--- src/rtl/kt_uart_pkg.sv ---
// Shared constants and state types for the KnightsTour UART command link.
package kt_uart_pkg;

  localparam int BAUD_DIV_DEF     = 2604;
  localparam int TIMEOUT_CLKS_DEF = 65536;

  // Response byte the command processor returns on success.
  localparam logic [7:0] ACK = 8'hA5;

  typedef enum logic [1:0] {
    RX_IDLE  = 2'd0,
    RX_START = 2'd1,
    RX_DATA  = 2'd2,
    RX_STOP  = 2'd3
  } rx_state_t;

  typedef enum logic {
    TX_IDLE  = 1'b0,
    TX_SHIFT = 1'b1
  } tx_state_t;

  typedef enum logic {
    HIGH = 1'b0,
    LOW  = 1'b1
  } asm_state_t;

  // Data bits plus stop bit; the start bit is driven directly when the frame loads.
  function automatic logic [8:0] tx_frame_load(input logic [7:0] data);
    return {1'b1, data};
  endfunction

endpackage

--- src/rtl/uart_rx_byte.sv ---
// 8N1 byte receiver: RX synchroniser, mid-bit sampling and shift register.
// rx_rdy pulses for a good byte; rx_frm_err pulses when the stop bit samples low.
module uart_rx_byte
  import kt_uart_pkg::*;
#(
  parameter int BAUD_DIV = BAUD_DIV_DEF
) (
  input  logic       clk,
  input  logic       rst_n,
  input  logic       rx,
  output logic [7:0] rx_data,
  output logic       rx_rdy,
  output logic       rx_frm_err,
  output logic       rx_start_det,
  output logic       rx_busy
);

  localparam int CNT_W = $clog2(BAUD_DIV);
  localparam logic [CNT_W-1:0] HALF_M1 = CNT_W'(BAUD_DIV / 2 - 1);
  localparam logic [CNT_W-1:0] FULL_M1 = CNT_W'(BAUD_DIV - 1);

  rx_state_t        state_r, state_nxt_s;
  logic             rx_meta_r, rx_sync_r, rx_prev_r;
  logic [CNT_W-1:0] baud_cnt_r;
  logic [3:0]       bit_cnt_r;
  logic [7:0]       shift_r;
  logic             rx_rdy_r, frm_err_r, start_det_r;
  logic             cnt_clr_s, shift_en_s, good_s, bad_s, start_s;
  logic             fall_s, half_s, full_s;

  assign fall_s = rx_prev_r & ~rx_sync_r;
  assign half_s = (baud_cnt_r == HALF_M1);
  assign full_s = (baud_cnt_r == FULL_M1);

  // Two-flop synchroniser plus edge-detect history, preset to the idle level.
  always_ff @(posedge clk or negedge rst_n) begin
    if (!rst_n) begin
      rx_meta_r <= 1'b1;
      rx_sync_r <= 1'b1;
      rx_prev_r <= 1'b1;
    end else begin
      rx_meta_r <= rx;
      rx_sync_r <= rx_meta_r;
      rx_prev_r <= rx_sync_r;
    end
  end

  // Receiver state register.
  always_ff @(posedge clk or negedge rst_n) begin
    if (!rst_n) state_r <= RX_IDLE;
    else        state_r <= state_nxt_s;
  end

  // Next-state and sampling strobes for the receive frame.
  always_comb begin
    state_nxt_s = state_r;
    cnt_clr_s   = 1'b0;
    shift_en_s  = 1'b0;
    good_s      = 1'b0;
    bad_s       = 1'b0;
    start_s     = 1'b0;
    case (state_r)
      RX_IDLE: begin
        if (fall_s) begin
          start_s     = 1'b1;
          cnt_clr_s   = 1'b1;
          state_nxt_s = RX_START;
        end else begin
          state_nxt_s = RX_IDLE;
        end
      end
      RX_START: begin
        if (half_s) begin
          cnt_clr_s = 1'b1;
          // A start bit that is high again at mid-bit was a glitch.
          if (rx_sync_r) state_nxt_s = RX_IDLE;
          else           state_nxt_s = RX_DATA;
        end else begin
          state_nxt_s = RX_START;
        end
      end
      RX_DATA: begin
        if (full_s) begin
          cnt_clr_s  = 1'b1;
          shift_en_s = 1'b1;
          if (bit_cnt_r == 4'd7) state_nxt_s = RX_STOP;
          else                   state_nxt_s = RX_DATA;
        end else begin
          state_nxt_s = RX_DATA;
        end
      end
      RX_STOP: begin
        if (full_s) begin
          state_nxt_s = RX_IDLE;
          if (rx_sync_r) good_s = 1'b1;
          else           bad_s  = 1'b1;
        end else begin
          state_nxt_s = RX_STOP;
        end
      end
      default: state_nxt_s = RX_IDLE;
    endcase
  end

  // Baud counter, bit counter and LSB-first shift register.
  always_ff @(posedge clk or negedge rst_n) begin
    if (!rst_n) begin
      baud_cnt_r <= '0;
      bit_cnt_r  <= 4'd0;
      shift_r    <= 8'h00;
    end else begin
      if (cnt_clr_s || state_r == RX_IDLE) baud_cnt_r <= '0;
      else                                 baud_cnt_r <= baud_cnt_r + CNT_W'(1);
      if (state_r == RX_START) bit_cnt_r <= 4'd0;
      else if (shift_en_s)     bit_cnt_r <= bit_cnt_r + 4'd1;
      else                     bit_cnt_r <= bit_cnt_r;
      if (shift_en_s) shift_r <= {rx_sync_r, shift_r[7:1]};
      else            shift_r <= shift_r;
    end
  end

  // Registered status pulses.
  always_ff @(posedge clk or negedge rst_n) begin
    if (!rst_n) begin
      rx_rdy_r    <= 1'b0;
      frm_err_r   <= 1'b0;
      start_det_r <= 1'b0;
    end else begin
      rx_rdy_r    <= good_s;
      frm_err_r   <= bad_s;
      start_det_r <= start_s;
    end
  end

  assign rx_data      = shift_r;
  assign rx_rdy       = rx_rdy_r;
  assign rx_frm_err   = frm_err_r;
  assign rx_start_det = start_det_r;
  assign rx_busy      = (state_r != RX_IDLE);

endmodule

--- src/rtl/uart_cmd_wrapper.sv ---
// DUT-side end of the RemoteComm link: assembles two received bytes into a
// 16-bit command and serialises the 8-bit response, full duplex.
module uart_cmd_wrapper
  import kt_uart_pkg::*;
#(
  parameter int BAUD_DIV     = BAUD_DIV_DEF,
  parameter int TIMEOUT_CLKS = TIMEOUT_CLKS_DEF
) (
  input  logic        clk,
  input  logic        rst_n,
  input  logic        RX,
  output logic        TX,
  output logic [15:0] cmd,
  output logic        cmd_rdy,
  input  logic        clr_cmd_rdy,
  input  logic        trmt,
  input  logic [7:0]  resp,
  output logic        tx_done
);

  localparam int CNT_W = $clog2(BAUD_DIV);
  localparam int TMO_W = $clog2(TIMEOUT_CLKS) + 1;
  localparam logic [CNT_W-1:0] FULL_M1 = CNT_W'(BAUD_DIV - 1);
  localparam logic [TMO_W-1:0] TMO_LIM = TMO_W'(TIMEOUT_CLKS);

  logic [7:0] rx_data_s;
  logic       rx_rdy_s, rx_frm_err_s, rx_start_det_s, rx_busy_s;

  uart_rx_byte #(.BAUD_DIV(BAUD_DIV)) u_rx (
    .clk          (clk),
    .rst_n        (rst_n),
    .rx           (RX),
    .rx_data      (rx_data_s),
    .rx_rdy       (rx_rdy_s),
    .rx_frm_err   (rx_frm_err_s),
    .rx_start_det (rx_start_det_s),
    .rx_busy      (rx_busy_s)
  );

  // ---------------- command assembly ----------------
  asm_state_t       asm_state_r, asm_nxt_s;
  logic [7:0]       hi_r;
  logic [15:0]      cmd_r;
  logic             cmd_rdy_r;
  logic [TMO_W-1:0] tmo_cnt_r;
  logic             store_hi_s, load_cmd_s, tmo_s;

  assign tmo_s = (tmo_cnt_r == TMO_LIM);

  // Assembly state register.
  always_ff @(posedge clk or negedge rst_n) begin
    if (!rst_n) asm_state_r <= HIGH;
    else        asm_state_r <= asm_nxt_s;
  end

  // High/low byte sequencing; a framing error or timeout abandons the pair.
  always_comb begin
    asm_nxt_s  = asm_state_r;
    store_hi_s = 1'b0;
    load_cmd_s = 1'b0;
    case (asm_state_r)
      HIGH: begin
        if (rx_rdy_s) begin
          store_hi_s = 1'b1;
          asm_nxt_s  = LOW;
        end else begin
          asm_nxt_s = HIGH;
        end
      end
      LOW: begin
        if (rx_frm_err_s) begin
          asm_nxt_s = HIGH;
        end else if (rx_rdy_s) begin
          load_cmd_s = 1'b1;
          asm_nxt_s  = HIGH;
        end else if (tmo_s) begin
          asm_nxt_s = HIGH;
        end else begin
          asm_nxt_s = LOW;
        end
      end
      default: asm_nxt_s = HIGH;
    endcase
  end

  // Inter-byte timeout: runs in LOW only while no low byte is being received.
  always_ff @(posedge clk or negedge rst_n) begin
    if (!rst_n)                                             tmo_cnt_r <= '0;
    else if (store_hi_s)                                    tmo_cnt_r <= '0;
    else if (asm_state_r == LOW && !rx_busy_s && !tmo_s)    tmo_cnt_r <= tmo_cnt_r + TMO_W'(1);
    else                                                    tmo_cnt_r <= tmo_cnt_r;
  end

  // High-byte holding register, command register and ready flag (set beats clear).
  always_ff @(posedge clk or negedge rst_n) begin
    if (!rst_n) begin
      hi_r      <= 8'h00;
      cmd_r     <= 16'h0000;
      cmd_rdy_r <= 1'b0;
    end else begin
      if (store_hi_s) hi_r <= rx_data_s;
      else            hi_r <= hi_r;
      if (load_cmd_s) cmd_r <= {hi_r, rx_data_s};
      else            cmd_r <= cmd_r;
      if (load_cmd_s)                                                 cmd_rdy_r <= 1'b1;
      else if (clr_cmd_rdy || (rx_start_det_s && asm_state_r == HIGH)) cmd_rdy_r <= 1'b0;
      else                                                            cmd_rdy_r <= cmd_rdy_r;
    end
  end

  // ---------------- response transmitter ----------------
  tx_state_t        tx_state_r, tx_nxt_s;
  logic [CNT_W-1:0] tx_cnt_r;
  logic [3:0]       tx_bit_r;
  logic [8:0]       tx_sreg_r;
  logic             tx_r, tx_done_r;
  logic             tx_load_s, tx_step_s, tx_fin_s, tx_full_s;

  assign tx_full_s = (tx_cnt_r == FULL_M1);

  // Transmitter state register.
  always_ff @(posedge clk or negedge rst_n) begin
    if (!rst_n) tx_state_r <= TX_IDLE;
    else        tx_state_r <= tx_nxt_s;
  end

  // Frame sequencing; trmt is only honoured while idle.
  always_comb begin
    tx_nxt_s  = tx_state_r;
    tx_load_s = 1'b0;
    tx_step_s = 1'b0;
    tx_fin_s  = 1'b0;
    case (tx_state_r)
      TX_IDLE: begin
        if (trmt) begin
          tx_load_s = 1'b1;
          tx_nxt_s  = TX_SHIFT;
        end else begin
          tx_nxt_s = TX_IDLE;
        end
      end
      TX_SHIFT: begin
        if (tx_full_s) begin
          if (tx_bit_r == 4'd9) begin
            tx_fin_s = 1'b1;
            tx_nxt_s = TX_IDLE;
          end else begin
            tx_step_s = 1'b1;
            tx_nxt_s  = TX_SHIFT;
          end
        end else begin
          tx_nxt_s = TX_SHIFT;
        end
      end
      default: tx_nxt_s = TX_IDLE;
    endcase
  end

  // Bit timing, shift register, registered TX line and done pulse.
  always_ff @(posedge clk or negedge rst_n) begin
    if (!rst_n) begin
      tx_cnt_r  <= '0;
      tx_bit_r  <= 4'd0;
      tx_sreg_r <= 9'h1FF;
      tx_r      <= 1'b1;
      tx_done_r <= 1'b0;
    end else begin
      if (tx_load_s || tx_step_s || tx_state_r == TX_IDLE) tx_cnt_r <= '0;
      else                                                 tx_cnt_r <= tx_cnt_r + CNT_W'(1);
      if (tx_load_s)      tx_bit_r <= 4'd0;
      else if (tx_step_s) tx_bit_r <= tx_bit_r + 4'd1;
      else                tx_bit_r <= tx_bit_r;
      if (tx_load_s)      tx_sreg_r <= tx_frame_load(resp);
      else if (tx_step_s) tx_sreg_r <= {1'b1, tx_sreg_r[8:1]};
      else                tx_sreg_r <= tx_sreg_r;
      if (tx_load_s)      tx_r <= 1'b0;
      else if (tx_step_s) tx_r <= tx_sreg_r[0];
      else if (tx_fin_s)  tx_r <= 1'b1;
      else                tx_r <= tx_r;
      tx_done_r <= tx_fin_s;
    end
  end

  assign TX      = tx_r;
  assign tx_done = tx_done_r;
  assign cmd     = cmd_r;
  assign cmd_rdy = cmd_rdy_r;

endmodule

--- config.mk ---
export PLATFORM = sky130hd
export DESIGN_NAME = uart_cmd_wrapper
export DESIGN_NICKNAME = d
export VERILOG_FILES = /design/src/rtl/kt_uart_pkg.sv /design/src/rtl/uart_rx_byte.sv /design/src/rtl/uart_cmd_wrapper.sv
export SDC_FILE = /design/constraint.sdc
export NUM_CORES = 1
export LEC_CHECK = 0
export ABC_AREA = 1
export BUFFER_PORTS_ARGS = -buffer_cell sky130_fd_sc_hd__buf_2
export CAP_MARGIN = 20
export CORE_AREA = 5 5 99 101
export CTS_CLUSTER_DIAMETER = 50
export CTS_CLUSTER_SIZE = 28
export DETAILED_ROUTE_END_ITERATION = 8
export DIE_AREA = 0 0 104 106
export PLACE_DENSITY = 0.86
export RECOVER_POWER = 50
export SETUP_SLACK_MARGIN = 0.4
export SYNTH_ARGS = -nofsm -noshare
export SYNTH_HDL_FRONTEND = slang
export SYNTH_HIERARCHICAL = 1
export SYNTH_SLANG_ARGS = --single-unit
--- constraint.sdc ---
create_clock -name clk -period 4.1 [get_ports clk]
set_input_delay 0.615 -clock clk [delete_from_list [all_inputs] [get_ports clk]]
set_output_delay 0.615 -clock clk [all_outputs]
set_load 0.01 [all_outputs]
# After elaboration in Yosys (flattened, before gate mapping)
# Cells that the tools add are included.
# op_classes
mux	52
eq_ne	9
n_addsub	5
bitwise	4
n_reduce_logical	16
# ops
cell	n
1-bit 2-to-1 mux	35
17-bit 2-to-1 mux	2
12-bit by 1-bit adder with 12-bit output (second input constant)	2
12-bit == test (second input constant)	2
12-bit 2-to-1 mux	2
9-bit 2-to-1 mux	2
17-bit by 1-bit adder with 17-bit output (second input constant)	1
17-bit == test (second input constant)	1
4-bit 2-to-1 mux	4
12-bit by 11-bit == test with 1-bit output (second input constant)	1
2-bit nonzero test	5
4-bit by 1-bit adder with 4-bit output (second input constant)	2
2-bit one-hot mux with 4 select lines	1
2-bit 2-to-1 mux	3
2-bit == test (second input constant)	2
4-bit by 3-bit == test with 1-bit output (second input constant)	1
4-bit == test (second input constant)	1
1-bit logical OR	4
1-bit one-hot mux with 2 select lines	2
1-bit logical AND	3
1-bit NOT	3
1-bit one-hot mux with 3 select lines	1
3-bit nonzero test	1
2-bit by 1-bit == test with 1-bit output (second input constant)	1
other kinds (3)	4
# totals
inputBits	13
out_inout_bits	19
reg_bits	103

# Logic depth before layout (Yosys ltp)
# Gate-level depths: netlist of run 1.
# logic_depth
ltp_word	7
ltp_mapped	13

# Cells and area by module
# The synthesis of run 1 kept the hierarchy.
# modules_own_cells
mod	seq_area_each_um2	area_per_inst_um2	cells_each	instances
uart_cmd_wrapper	1762.9	3487.1	431	1
uart_rx_byte	804.5	1627.8	185	1

# Worst setup path before layout of run 1
# No wires, ideal clock.
# synth_timing
path_kind	input to register
from	input port trmt
to	register tx_bit_r[2]
arrival_ps	1297
t_required_ps	3971
cell_stages	6
path_buffers	1
path_slack_ps	2674
cell_sequence	inv_1 nor2_2 inv_1 clkbuf_1 nand3_1 o21ai_0
# synth_via
elab_chain_len	3
word_cells_on_any_way	4
cone_classes	mux: 3; reduce/logical: 1
# synth_lines
element	line	source
from (decl)	uart_cmd_wrapper.sv:16	input logic trmt,
1-bit 2-to-1 mux (*)	uart_cmd_wrapper.sv:135	if (trmt) begin
1-bit 2-to-1 mux (*)	uart_cmd_wrapper.sv:133	case (tx_state_r)
4-bit 2-to-1 mux / 2-bit nonzero test (equally long branches)	--	
to (signal assigned)	uart_cmd_wrapper.sv:171	else if (tx_step_s) tx_bit_r <= tx_bit_r + 4'd1;
to (signal assigned)	uart_cmd_wrapper.sv:172	else tx_bit_r <= tx_bit_r;
to (decl)	uart_cmd_wrapper.sv:114	logic [3:0] tx_bit_r;
# Mark *: on every way between the ends. The rest lies on a longest branch, timed or not.
# A chain may end at the register's enable or synchronous reset.

==> results of run 1 <==
cells in the mapped netlist:
library cell,n
a21oi_1,4
nor3_1,9
nand3_1,43
o211ai_1,1
dfrtp_1,90
nor2_2,21
nand2_1,163
nand4_1,19
nand3_2,6
buf_6,3
clkinv_1,1
xor2_1,18
o21bai_1,4
clkbuf_1,5
o21ai_0,27
mux2_2,8
nor3_2,2
inv_1,61
xnor2_1,4
buf_4,1
nor2_4,1
nand2_2,6
nor4_1,1
nor2_1,68
a21oi_2,4
nand2_4,1
inv_2,6
buf_2,4
o31ai_1,1
dfstp_2,12
o21ai_1,14
ha_1,8
power groups by stage:
stage / Combinational, uW / Clock (uW) / Sequential (uW)
6_report: 162 / 729 / 1070
3_5_place_dp: 164 / 0 / 1090
2_1_floorplan: 119 / 0 / 1080
5_1_grt: 189 / 789 / 1070
4_1_cts: 165 / 747 / 1070
3_3_place_gp: 156 / 0 / 1090
per-layer routing:
layer  wire, um  vias up
met5          0        -
li1           -     2026
met3        444       19
met1       4360     1912
met4        182        0
met2       5310      107
area by class of cell:
| type | count | area, sq um |
|---|---|---|
| Clock buffer | 9 | 124 |
| Clock inverter | 7 | 111 |
| Fill cell | 729 | 3350 |
| Inverter | 68 | 255 |
| Multi-Input combinational cell | 433 | 2210 |
| Sequential cell | 102 | 2570 |
| Tap cell | 111 | 139 |
| Timing Repair Buffer | 34 | 170 |
cells by family after synthesis:
family / after synthesis
buf+inv: 81
xor+xnor: 22
flops: 102
compound gates: 55
fa+ha+maj: 8
mux: 8
simple gates: 340
final timing paths:
kind	startpoint	slack, ns	depth (start not counted)	end
setup / recovery	rst_n	1.90	3	u_rx/rx_meta_r$_DFF_PN1_
hold / removal	rst_n	0.08	1	tx_cnt_r[1]$_DFF_PN0_
setup reg to reg	tx_cnt_r[0]$_DFF_PN0_	2.19	6	tx_cnt_r[8]$_DFF_PN0_
hold reg to reg	u_rx/rx_meta_r$_DFF_PN1_	0.38	0	u_rx/rx_sync_r$_DFF_PN1_
max in group clk	tx_cnt_r[0]$_DFF_PN0_	2.19	6	tx_cnt_r[8]$_DFF_PN0_
min in group clk	RX	0.34	1	u_rx/rx_meta_r$_DFF_PN1_
registers in the layout, summed over array words and instances, names as in the netlist, 2 cells and up:
signal	flops
tx_sreg_r	8
hi_r	8
tx_cnt_r	12
u_rx/bit_cnt_r	4
u_rx/baud_cnt_r	12
u_rx/state_r	2
tx_bit_r	4
cmd	16
u_rx/rx_data	8
tmo_cnt_r	17
per-stage QoR:
stage | worst slack [ns] | instances | power, uW | instance area [sq um]
2_1_floorplan | 2.67 | 616 | 1200 | 5110
3_3_place_gp | 2.34 | 747 | 1240 | 5350
3_5_place_dp | 2.22 | 747 | 1250 | 5350
4_1_cts | 2.20 | 763 | 1980 | 5580
5_1_grt | 1.41 | 764 | 2050 | 5580
6_report | 1.90 | 764 | 1960 | 5580
==> results.toml, run 1 <==
[floorplan]
die_h_um = 106
ios = 32
core_area_sq_um = 8930
rows = 35
start_util_pct = 57.3
die_w_um = 104
die_area_sq_um = 11000

[detailed_routing]
drt-initial-drc-count = 323
via_per_inst = 5.32
finalWirelength_mm = 10.3
post_drt_wl_per_cell_um = 13.5
via_count = 4064
ant_nets = 0
drt_first_pass_iters = 5
drc = 0

[cts]
path_clk_slew_ns = 0.10
cts_resized = 0
clock_sink_count = 102
tritoncts = "yes"
cts_root_buffer = "clkbuf_8"
clk_latency_ns = 0.37
postCtsSetupBuffers = 0
clockBufferDepth = 2
cts_hold_buf = 0
htreeDepth = 3
cts_buffers = 9

[yosys]
yosysTopAreaCellShare_pct = 44.0
synth_cell_types = 32
yosysWarnings = 6
synthXorXnorAreaFrac_pct = 3.77
synth_simple_gate_area_share_pct = 29.8
synth.avg_cell_area_sq_um = 8.30
synth_area_leaders = "dfrtp_1 (44%), nand2_1 (12%), dfstp_2 (6.2%)"
netlist_instances = 616
synth-compound-area-share_pct = 5.97
yosysSeqAreaShare_pct = 50.2
synth.mux.area_fraction_pct = 1.76
yosys.area_share.adder_pct = 1.96
synth_top_area_cell = "dfrtp_1"
synth_top_family_by_area = "simple AND/OR/NAND/NOR gates"
ys_seq_elements = 102
synth_fp_nets = 637
netlist_area_sq_um = 5110

[outcome]
status = "complete, but fails checks"
violations = "max-capacitance violations, max-slew violations"

[worst_setup_path]
crit_chain = "clkbuf_1, clkbuf_2, buf_4"
cp-end-kind = "asynchronous set/reset pin"
worst-path-max-fanout = 75
cpLargestDelayFamily = "buffers and inverters"
cpPeakStageDelay_ns = 1.33
start_kind = "input pin"
cp.arrival_ns = 2.69
crit_type = "in2async"
crit_path_top_delay_cell = "clkbuf_2"
crit_buf_inv = 3
worstPathRequired_ns = 4.59

[power]
pwr-share-comb_pct = 8.3
leakage_uw = 0.00266
ir_drop_v = 0.000256
internal-power_uw = 1450
power.switching_uw = 506
pwr-share-clk_pct = 37.2
switching_share_pct = 25.8
powerDensity_nw_per_um2 = 351
seq_power_share_pct = 54.6

[sta]
final_hold_viol_count = 0
finalSetupViolCount = 0
tns_ns = 0
slew_violations = 76
hold_slack_ns = 0.0761
min_period_ns = 2.20
fmax_ghz = 0.454
rsz0062_at_grt = "false"
worst_slew_pin_slew_ns = 1.79
finalClockSkew_ns = 0.0147
slew_headroom_pct = -19.5
period_share_pct = 53.8

[global_routing]
busiest_layer = "met2"
grt_start_max_net_pins = 80
grt_antenna_before_repair = 0
grt_first_pass_wirelength_mm = 18.4
grt_overflow = 0
grt_pass1_vias = 4089
track_usage_pct = 19.9
gr-usage-met2_pct = 34.0
use_met1_pct = 25.0
grtUsageMet3_pct = 4.31

[layout]
area_growth_pct = 9.08
finalNetCount = 669
drive_gt1_share_pct = 17.5
final_common_cell = "nand2_1"
n_antenna_cell = 0
final_cell_mix = "nand2_1 (163), dfrtp_1 (90), nor2_1 (68)"
final_core_util_pct = 62.5

[placed_design]
gp_congestion = 0.861
place_hpwl_mm = 7.23
io_buffers = 31

[hold_path]
hp-class = "in2async"

[job]
maxCapViolCount = 1
Note: power is estimated with default switching activity, not from simulation.
==> run 2, diff against run 1 <==
clock period = 2.3 ns   (was 4.1 ns; I/O delays follow)
==> run 2 against run 1 <==
Effect of this change:
- the flow now finishes without violations
- die area is the same
- global-route usage is 0.53 points lower
- worst hold slack worse by 0.0016 ns
- critical path depth is 3 higher
- combinational power is 81% higher
- sequential power increased by 78%
- clock power grew 60%
- count of clock-buffer cells in the layout did not move
- first-iteration DRC count shrank 15%
- total power rose by 72%
- sequential share of layout area rose by 0.062 points
- largest power group unchanged
==> results.toml, run 2 (synthesis gave the netlist of run 1 again) <==
[detailed_routing]
drt-initial-drc-count = 276
drt_first_pass_iters = 5
post_drt_wl_per_cell_um = 13.1
drc = 0
ant_nets = 0
finalWirelength_mm = 10.0
via_per_inst = 5.27
via_count = 4035

[layout]
postLayoutCellArea_sq_um = 5570
area_growth_pct = 8.93
top_register = "tmo_cnt_r"
n_antenna_cell = 0
final_core_util_pct = 62.4
largest_reg_flops = 17
finalNetCount = 671
final_cell_mix = "nand2_1 (162), dfrtp_1 (90), nor2_1 (68)"
final_common_cell = "nand2_1"
drive_gt1_share_pct = 17.4

[placed_design]
gp_congestion = 0.912
io_buffers = 31
placed_area_sq_um = 5380
post-place-ws_ns = 0.458
place_hpwl_mm = 7.08

[worst_setup_path]
worstReg2RegStart = "tx_cnt_r[0]$_DFF_PN0_"
cp-end-kind = "flip-flop"
rrSetupSlack_ns = 0.55
worst-path-max-fanout = 19
worstReg2RegEnd = "tx_cnt_r[0]$_DFF_PN0_"
rr_worst_depth = 6
crit_type = "reg2reg"
cp.arrival_ns = 2.01
worstPathRequired_ns = 2.56
start_kind = "flip-flop"

[sta]
slew_headroom_pct = 19.0
finalSetupViolCount = 0
worst_slew_pin_slew_ns = 1.21
finalClockSkew_ns = 0.0106
final_hold_viol_count = 0
worst_slack_ns = 0.547
rsz0062_at_grt = "true"
period_share_pct = 76.2
slew_violations = 0
tns_ns = 0
min_period_ns = 1.75
fmax_ghz = 0.571

[cts]
cts_root_buffer = "clkbuf_8"
postCtsSetupBuffers = 0
htreeDepth = 3
cts_hold_buf = 0
cts_buffers = 9
clock_sink_count = 102
path_clk_slew_ns = 0.10
tritoncts = "yes"
clockBufferDepth = 2
cts_resized = 0
clk_latency_ns = 0.37

[outcome]
status = "completed"

[global_routing]
track_usage_pct = 19.3
grt_first_pass_wirelength_mm = 18.1
grt_pass1_vias = 4137
grt_start_max_net_pins = 51
grt_antenna_before_repair = 0
grt_overflow = 0

[power]
finalPower_uw = 3370
seq_power_share_pct = 56.6
internal-power_uw = 2470
pwr-share-comb_pct = 8.7
switching_share_pct = 26.5
powerDensity_nw_per_um2 = 604
power.switching_uw = 891
leakage_uw = 0.00264
pwr-share-clk_pct = 34.7
ir_drop_v = 0.000467

[floorplan]
rows = 35
die_h_um = 106
core_area_sq_um = 8930
die_area_sq_um = 11000
ios = 32
die_w_um = 104
start_util_pct = 57.3

[hold_path]
hp-class = "in2reg"
min_path_cells = 1
hp-start = "RX"
min_to = "u_rx/rx_meta_r$_DFF_PN1_"

[job]
maxCapViolCount = 0
[run 2: changes by cell type in the layout (fill, tap and decap cells not counted), sizes merged]
cell,delta
clkbuf,+3
clkinvlp,+2
buf,-1
bufinv,-1
inv,-1
[run 2: area by class of cell]
cell class	instances	area [sq um]
Fill cell	761	3360
Sequential cell	102	2570
Multi-Input combinational cell	433	2230
Inverter	68	256
Timing Repair Buffer	36	175
Tap cell	111	139
Clock buffer	9	124
Clock inverter	7	80.1
[run 2: layer usage]
metal	wire length [um]	vias up	part of all wire, %	global-route usage, %
li1	-	2036	-	-
met1	4420	1916	44	24.8
met2	5180	74	52	33.2
met3	339	9	3.4	3.70
met4	94	0	0.94	6.11
met5	0	-	0	0
[run 2: stage by stage]
step                hold slack, ns  instances
detailed placement           0.356        750
floorplan                   0.0494        616
finish                      0.0745        766
global placement             0.359        750
global route                0.0577        766
CTS                        0.00351        766
[run 2: how the worst max path moves through the flow]
stage,cells past startpoint,slack (ns),from,endpoint
3_3_place_gp,6,0.53,tx_cnt_r[0]$_DFF_PN0_,tx_cnt_r[9]$_DFF_PN0_
5_1_grt,12,0.35,tmo_cnt_r[0]$_DFFE_PN0P_,tmo_cnt_r[6]$_DFFE_PN0P_
3_5_place_dp,6,0.46,tx_cnt_r[0]$_DFF_PN0_,tx_cnt_r[8]$_DFF_PN0_
2_1_floorplan,13,0.88,tmo_cnt_r[0]$_DFFE_PN0P_,tmo_cnt_r[14]$_DFFE_PN0P_
4_1_cts,6,0.43,tx_cnt_r[0]$_DFF_PN0_,tx_cnt_r[0]$_DFF_PN0_
6_report,6,0.55,tx_cnt_r[0]$_DFF_PN0_,tx_cnt_r[0]$_DFF_PN0_
[run 2: power groups by stage]
stage	Sequential, uW	Combinational (uW)	Clock (uW)
after floorplan	1930	212	0
after global placement	1940	287	0
after detailed placement	1940	298	0
after CTS	1900	301	1200
after global routing	1910	336	1280
final	1900	293	1170
[run 2: worst max-delay path, stage by stage (launching register included)]
cell and delay (ns):
dfrtp_1 0.39, ha_1 0.25, nand2_1 0.09, nor3_2 0.15, nand3_2 0.34, nand2_2 0.33
nor2_1 0.08
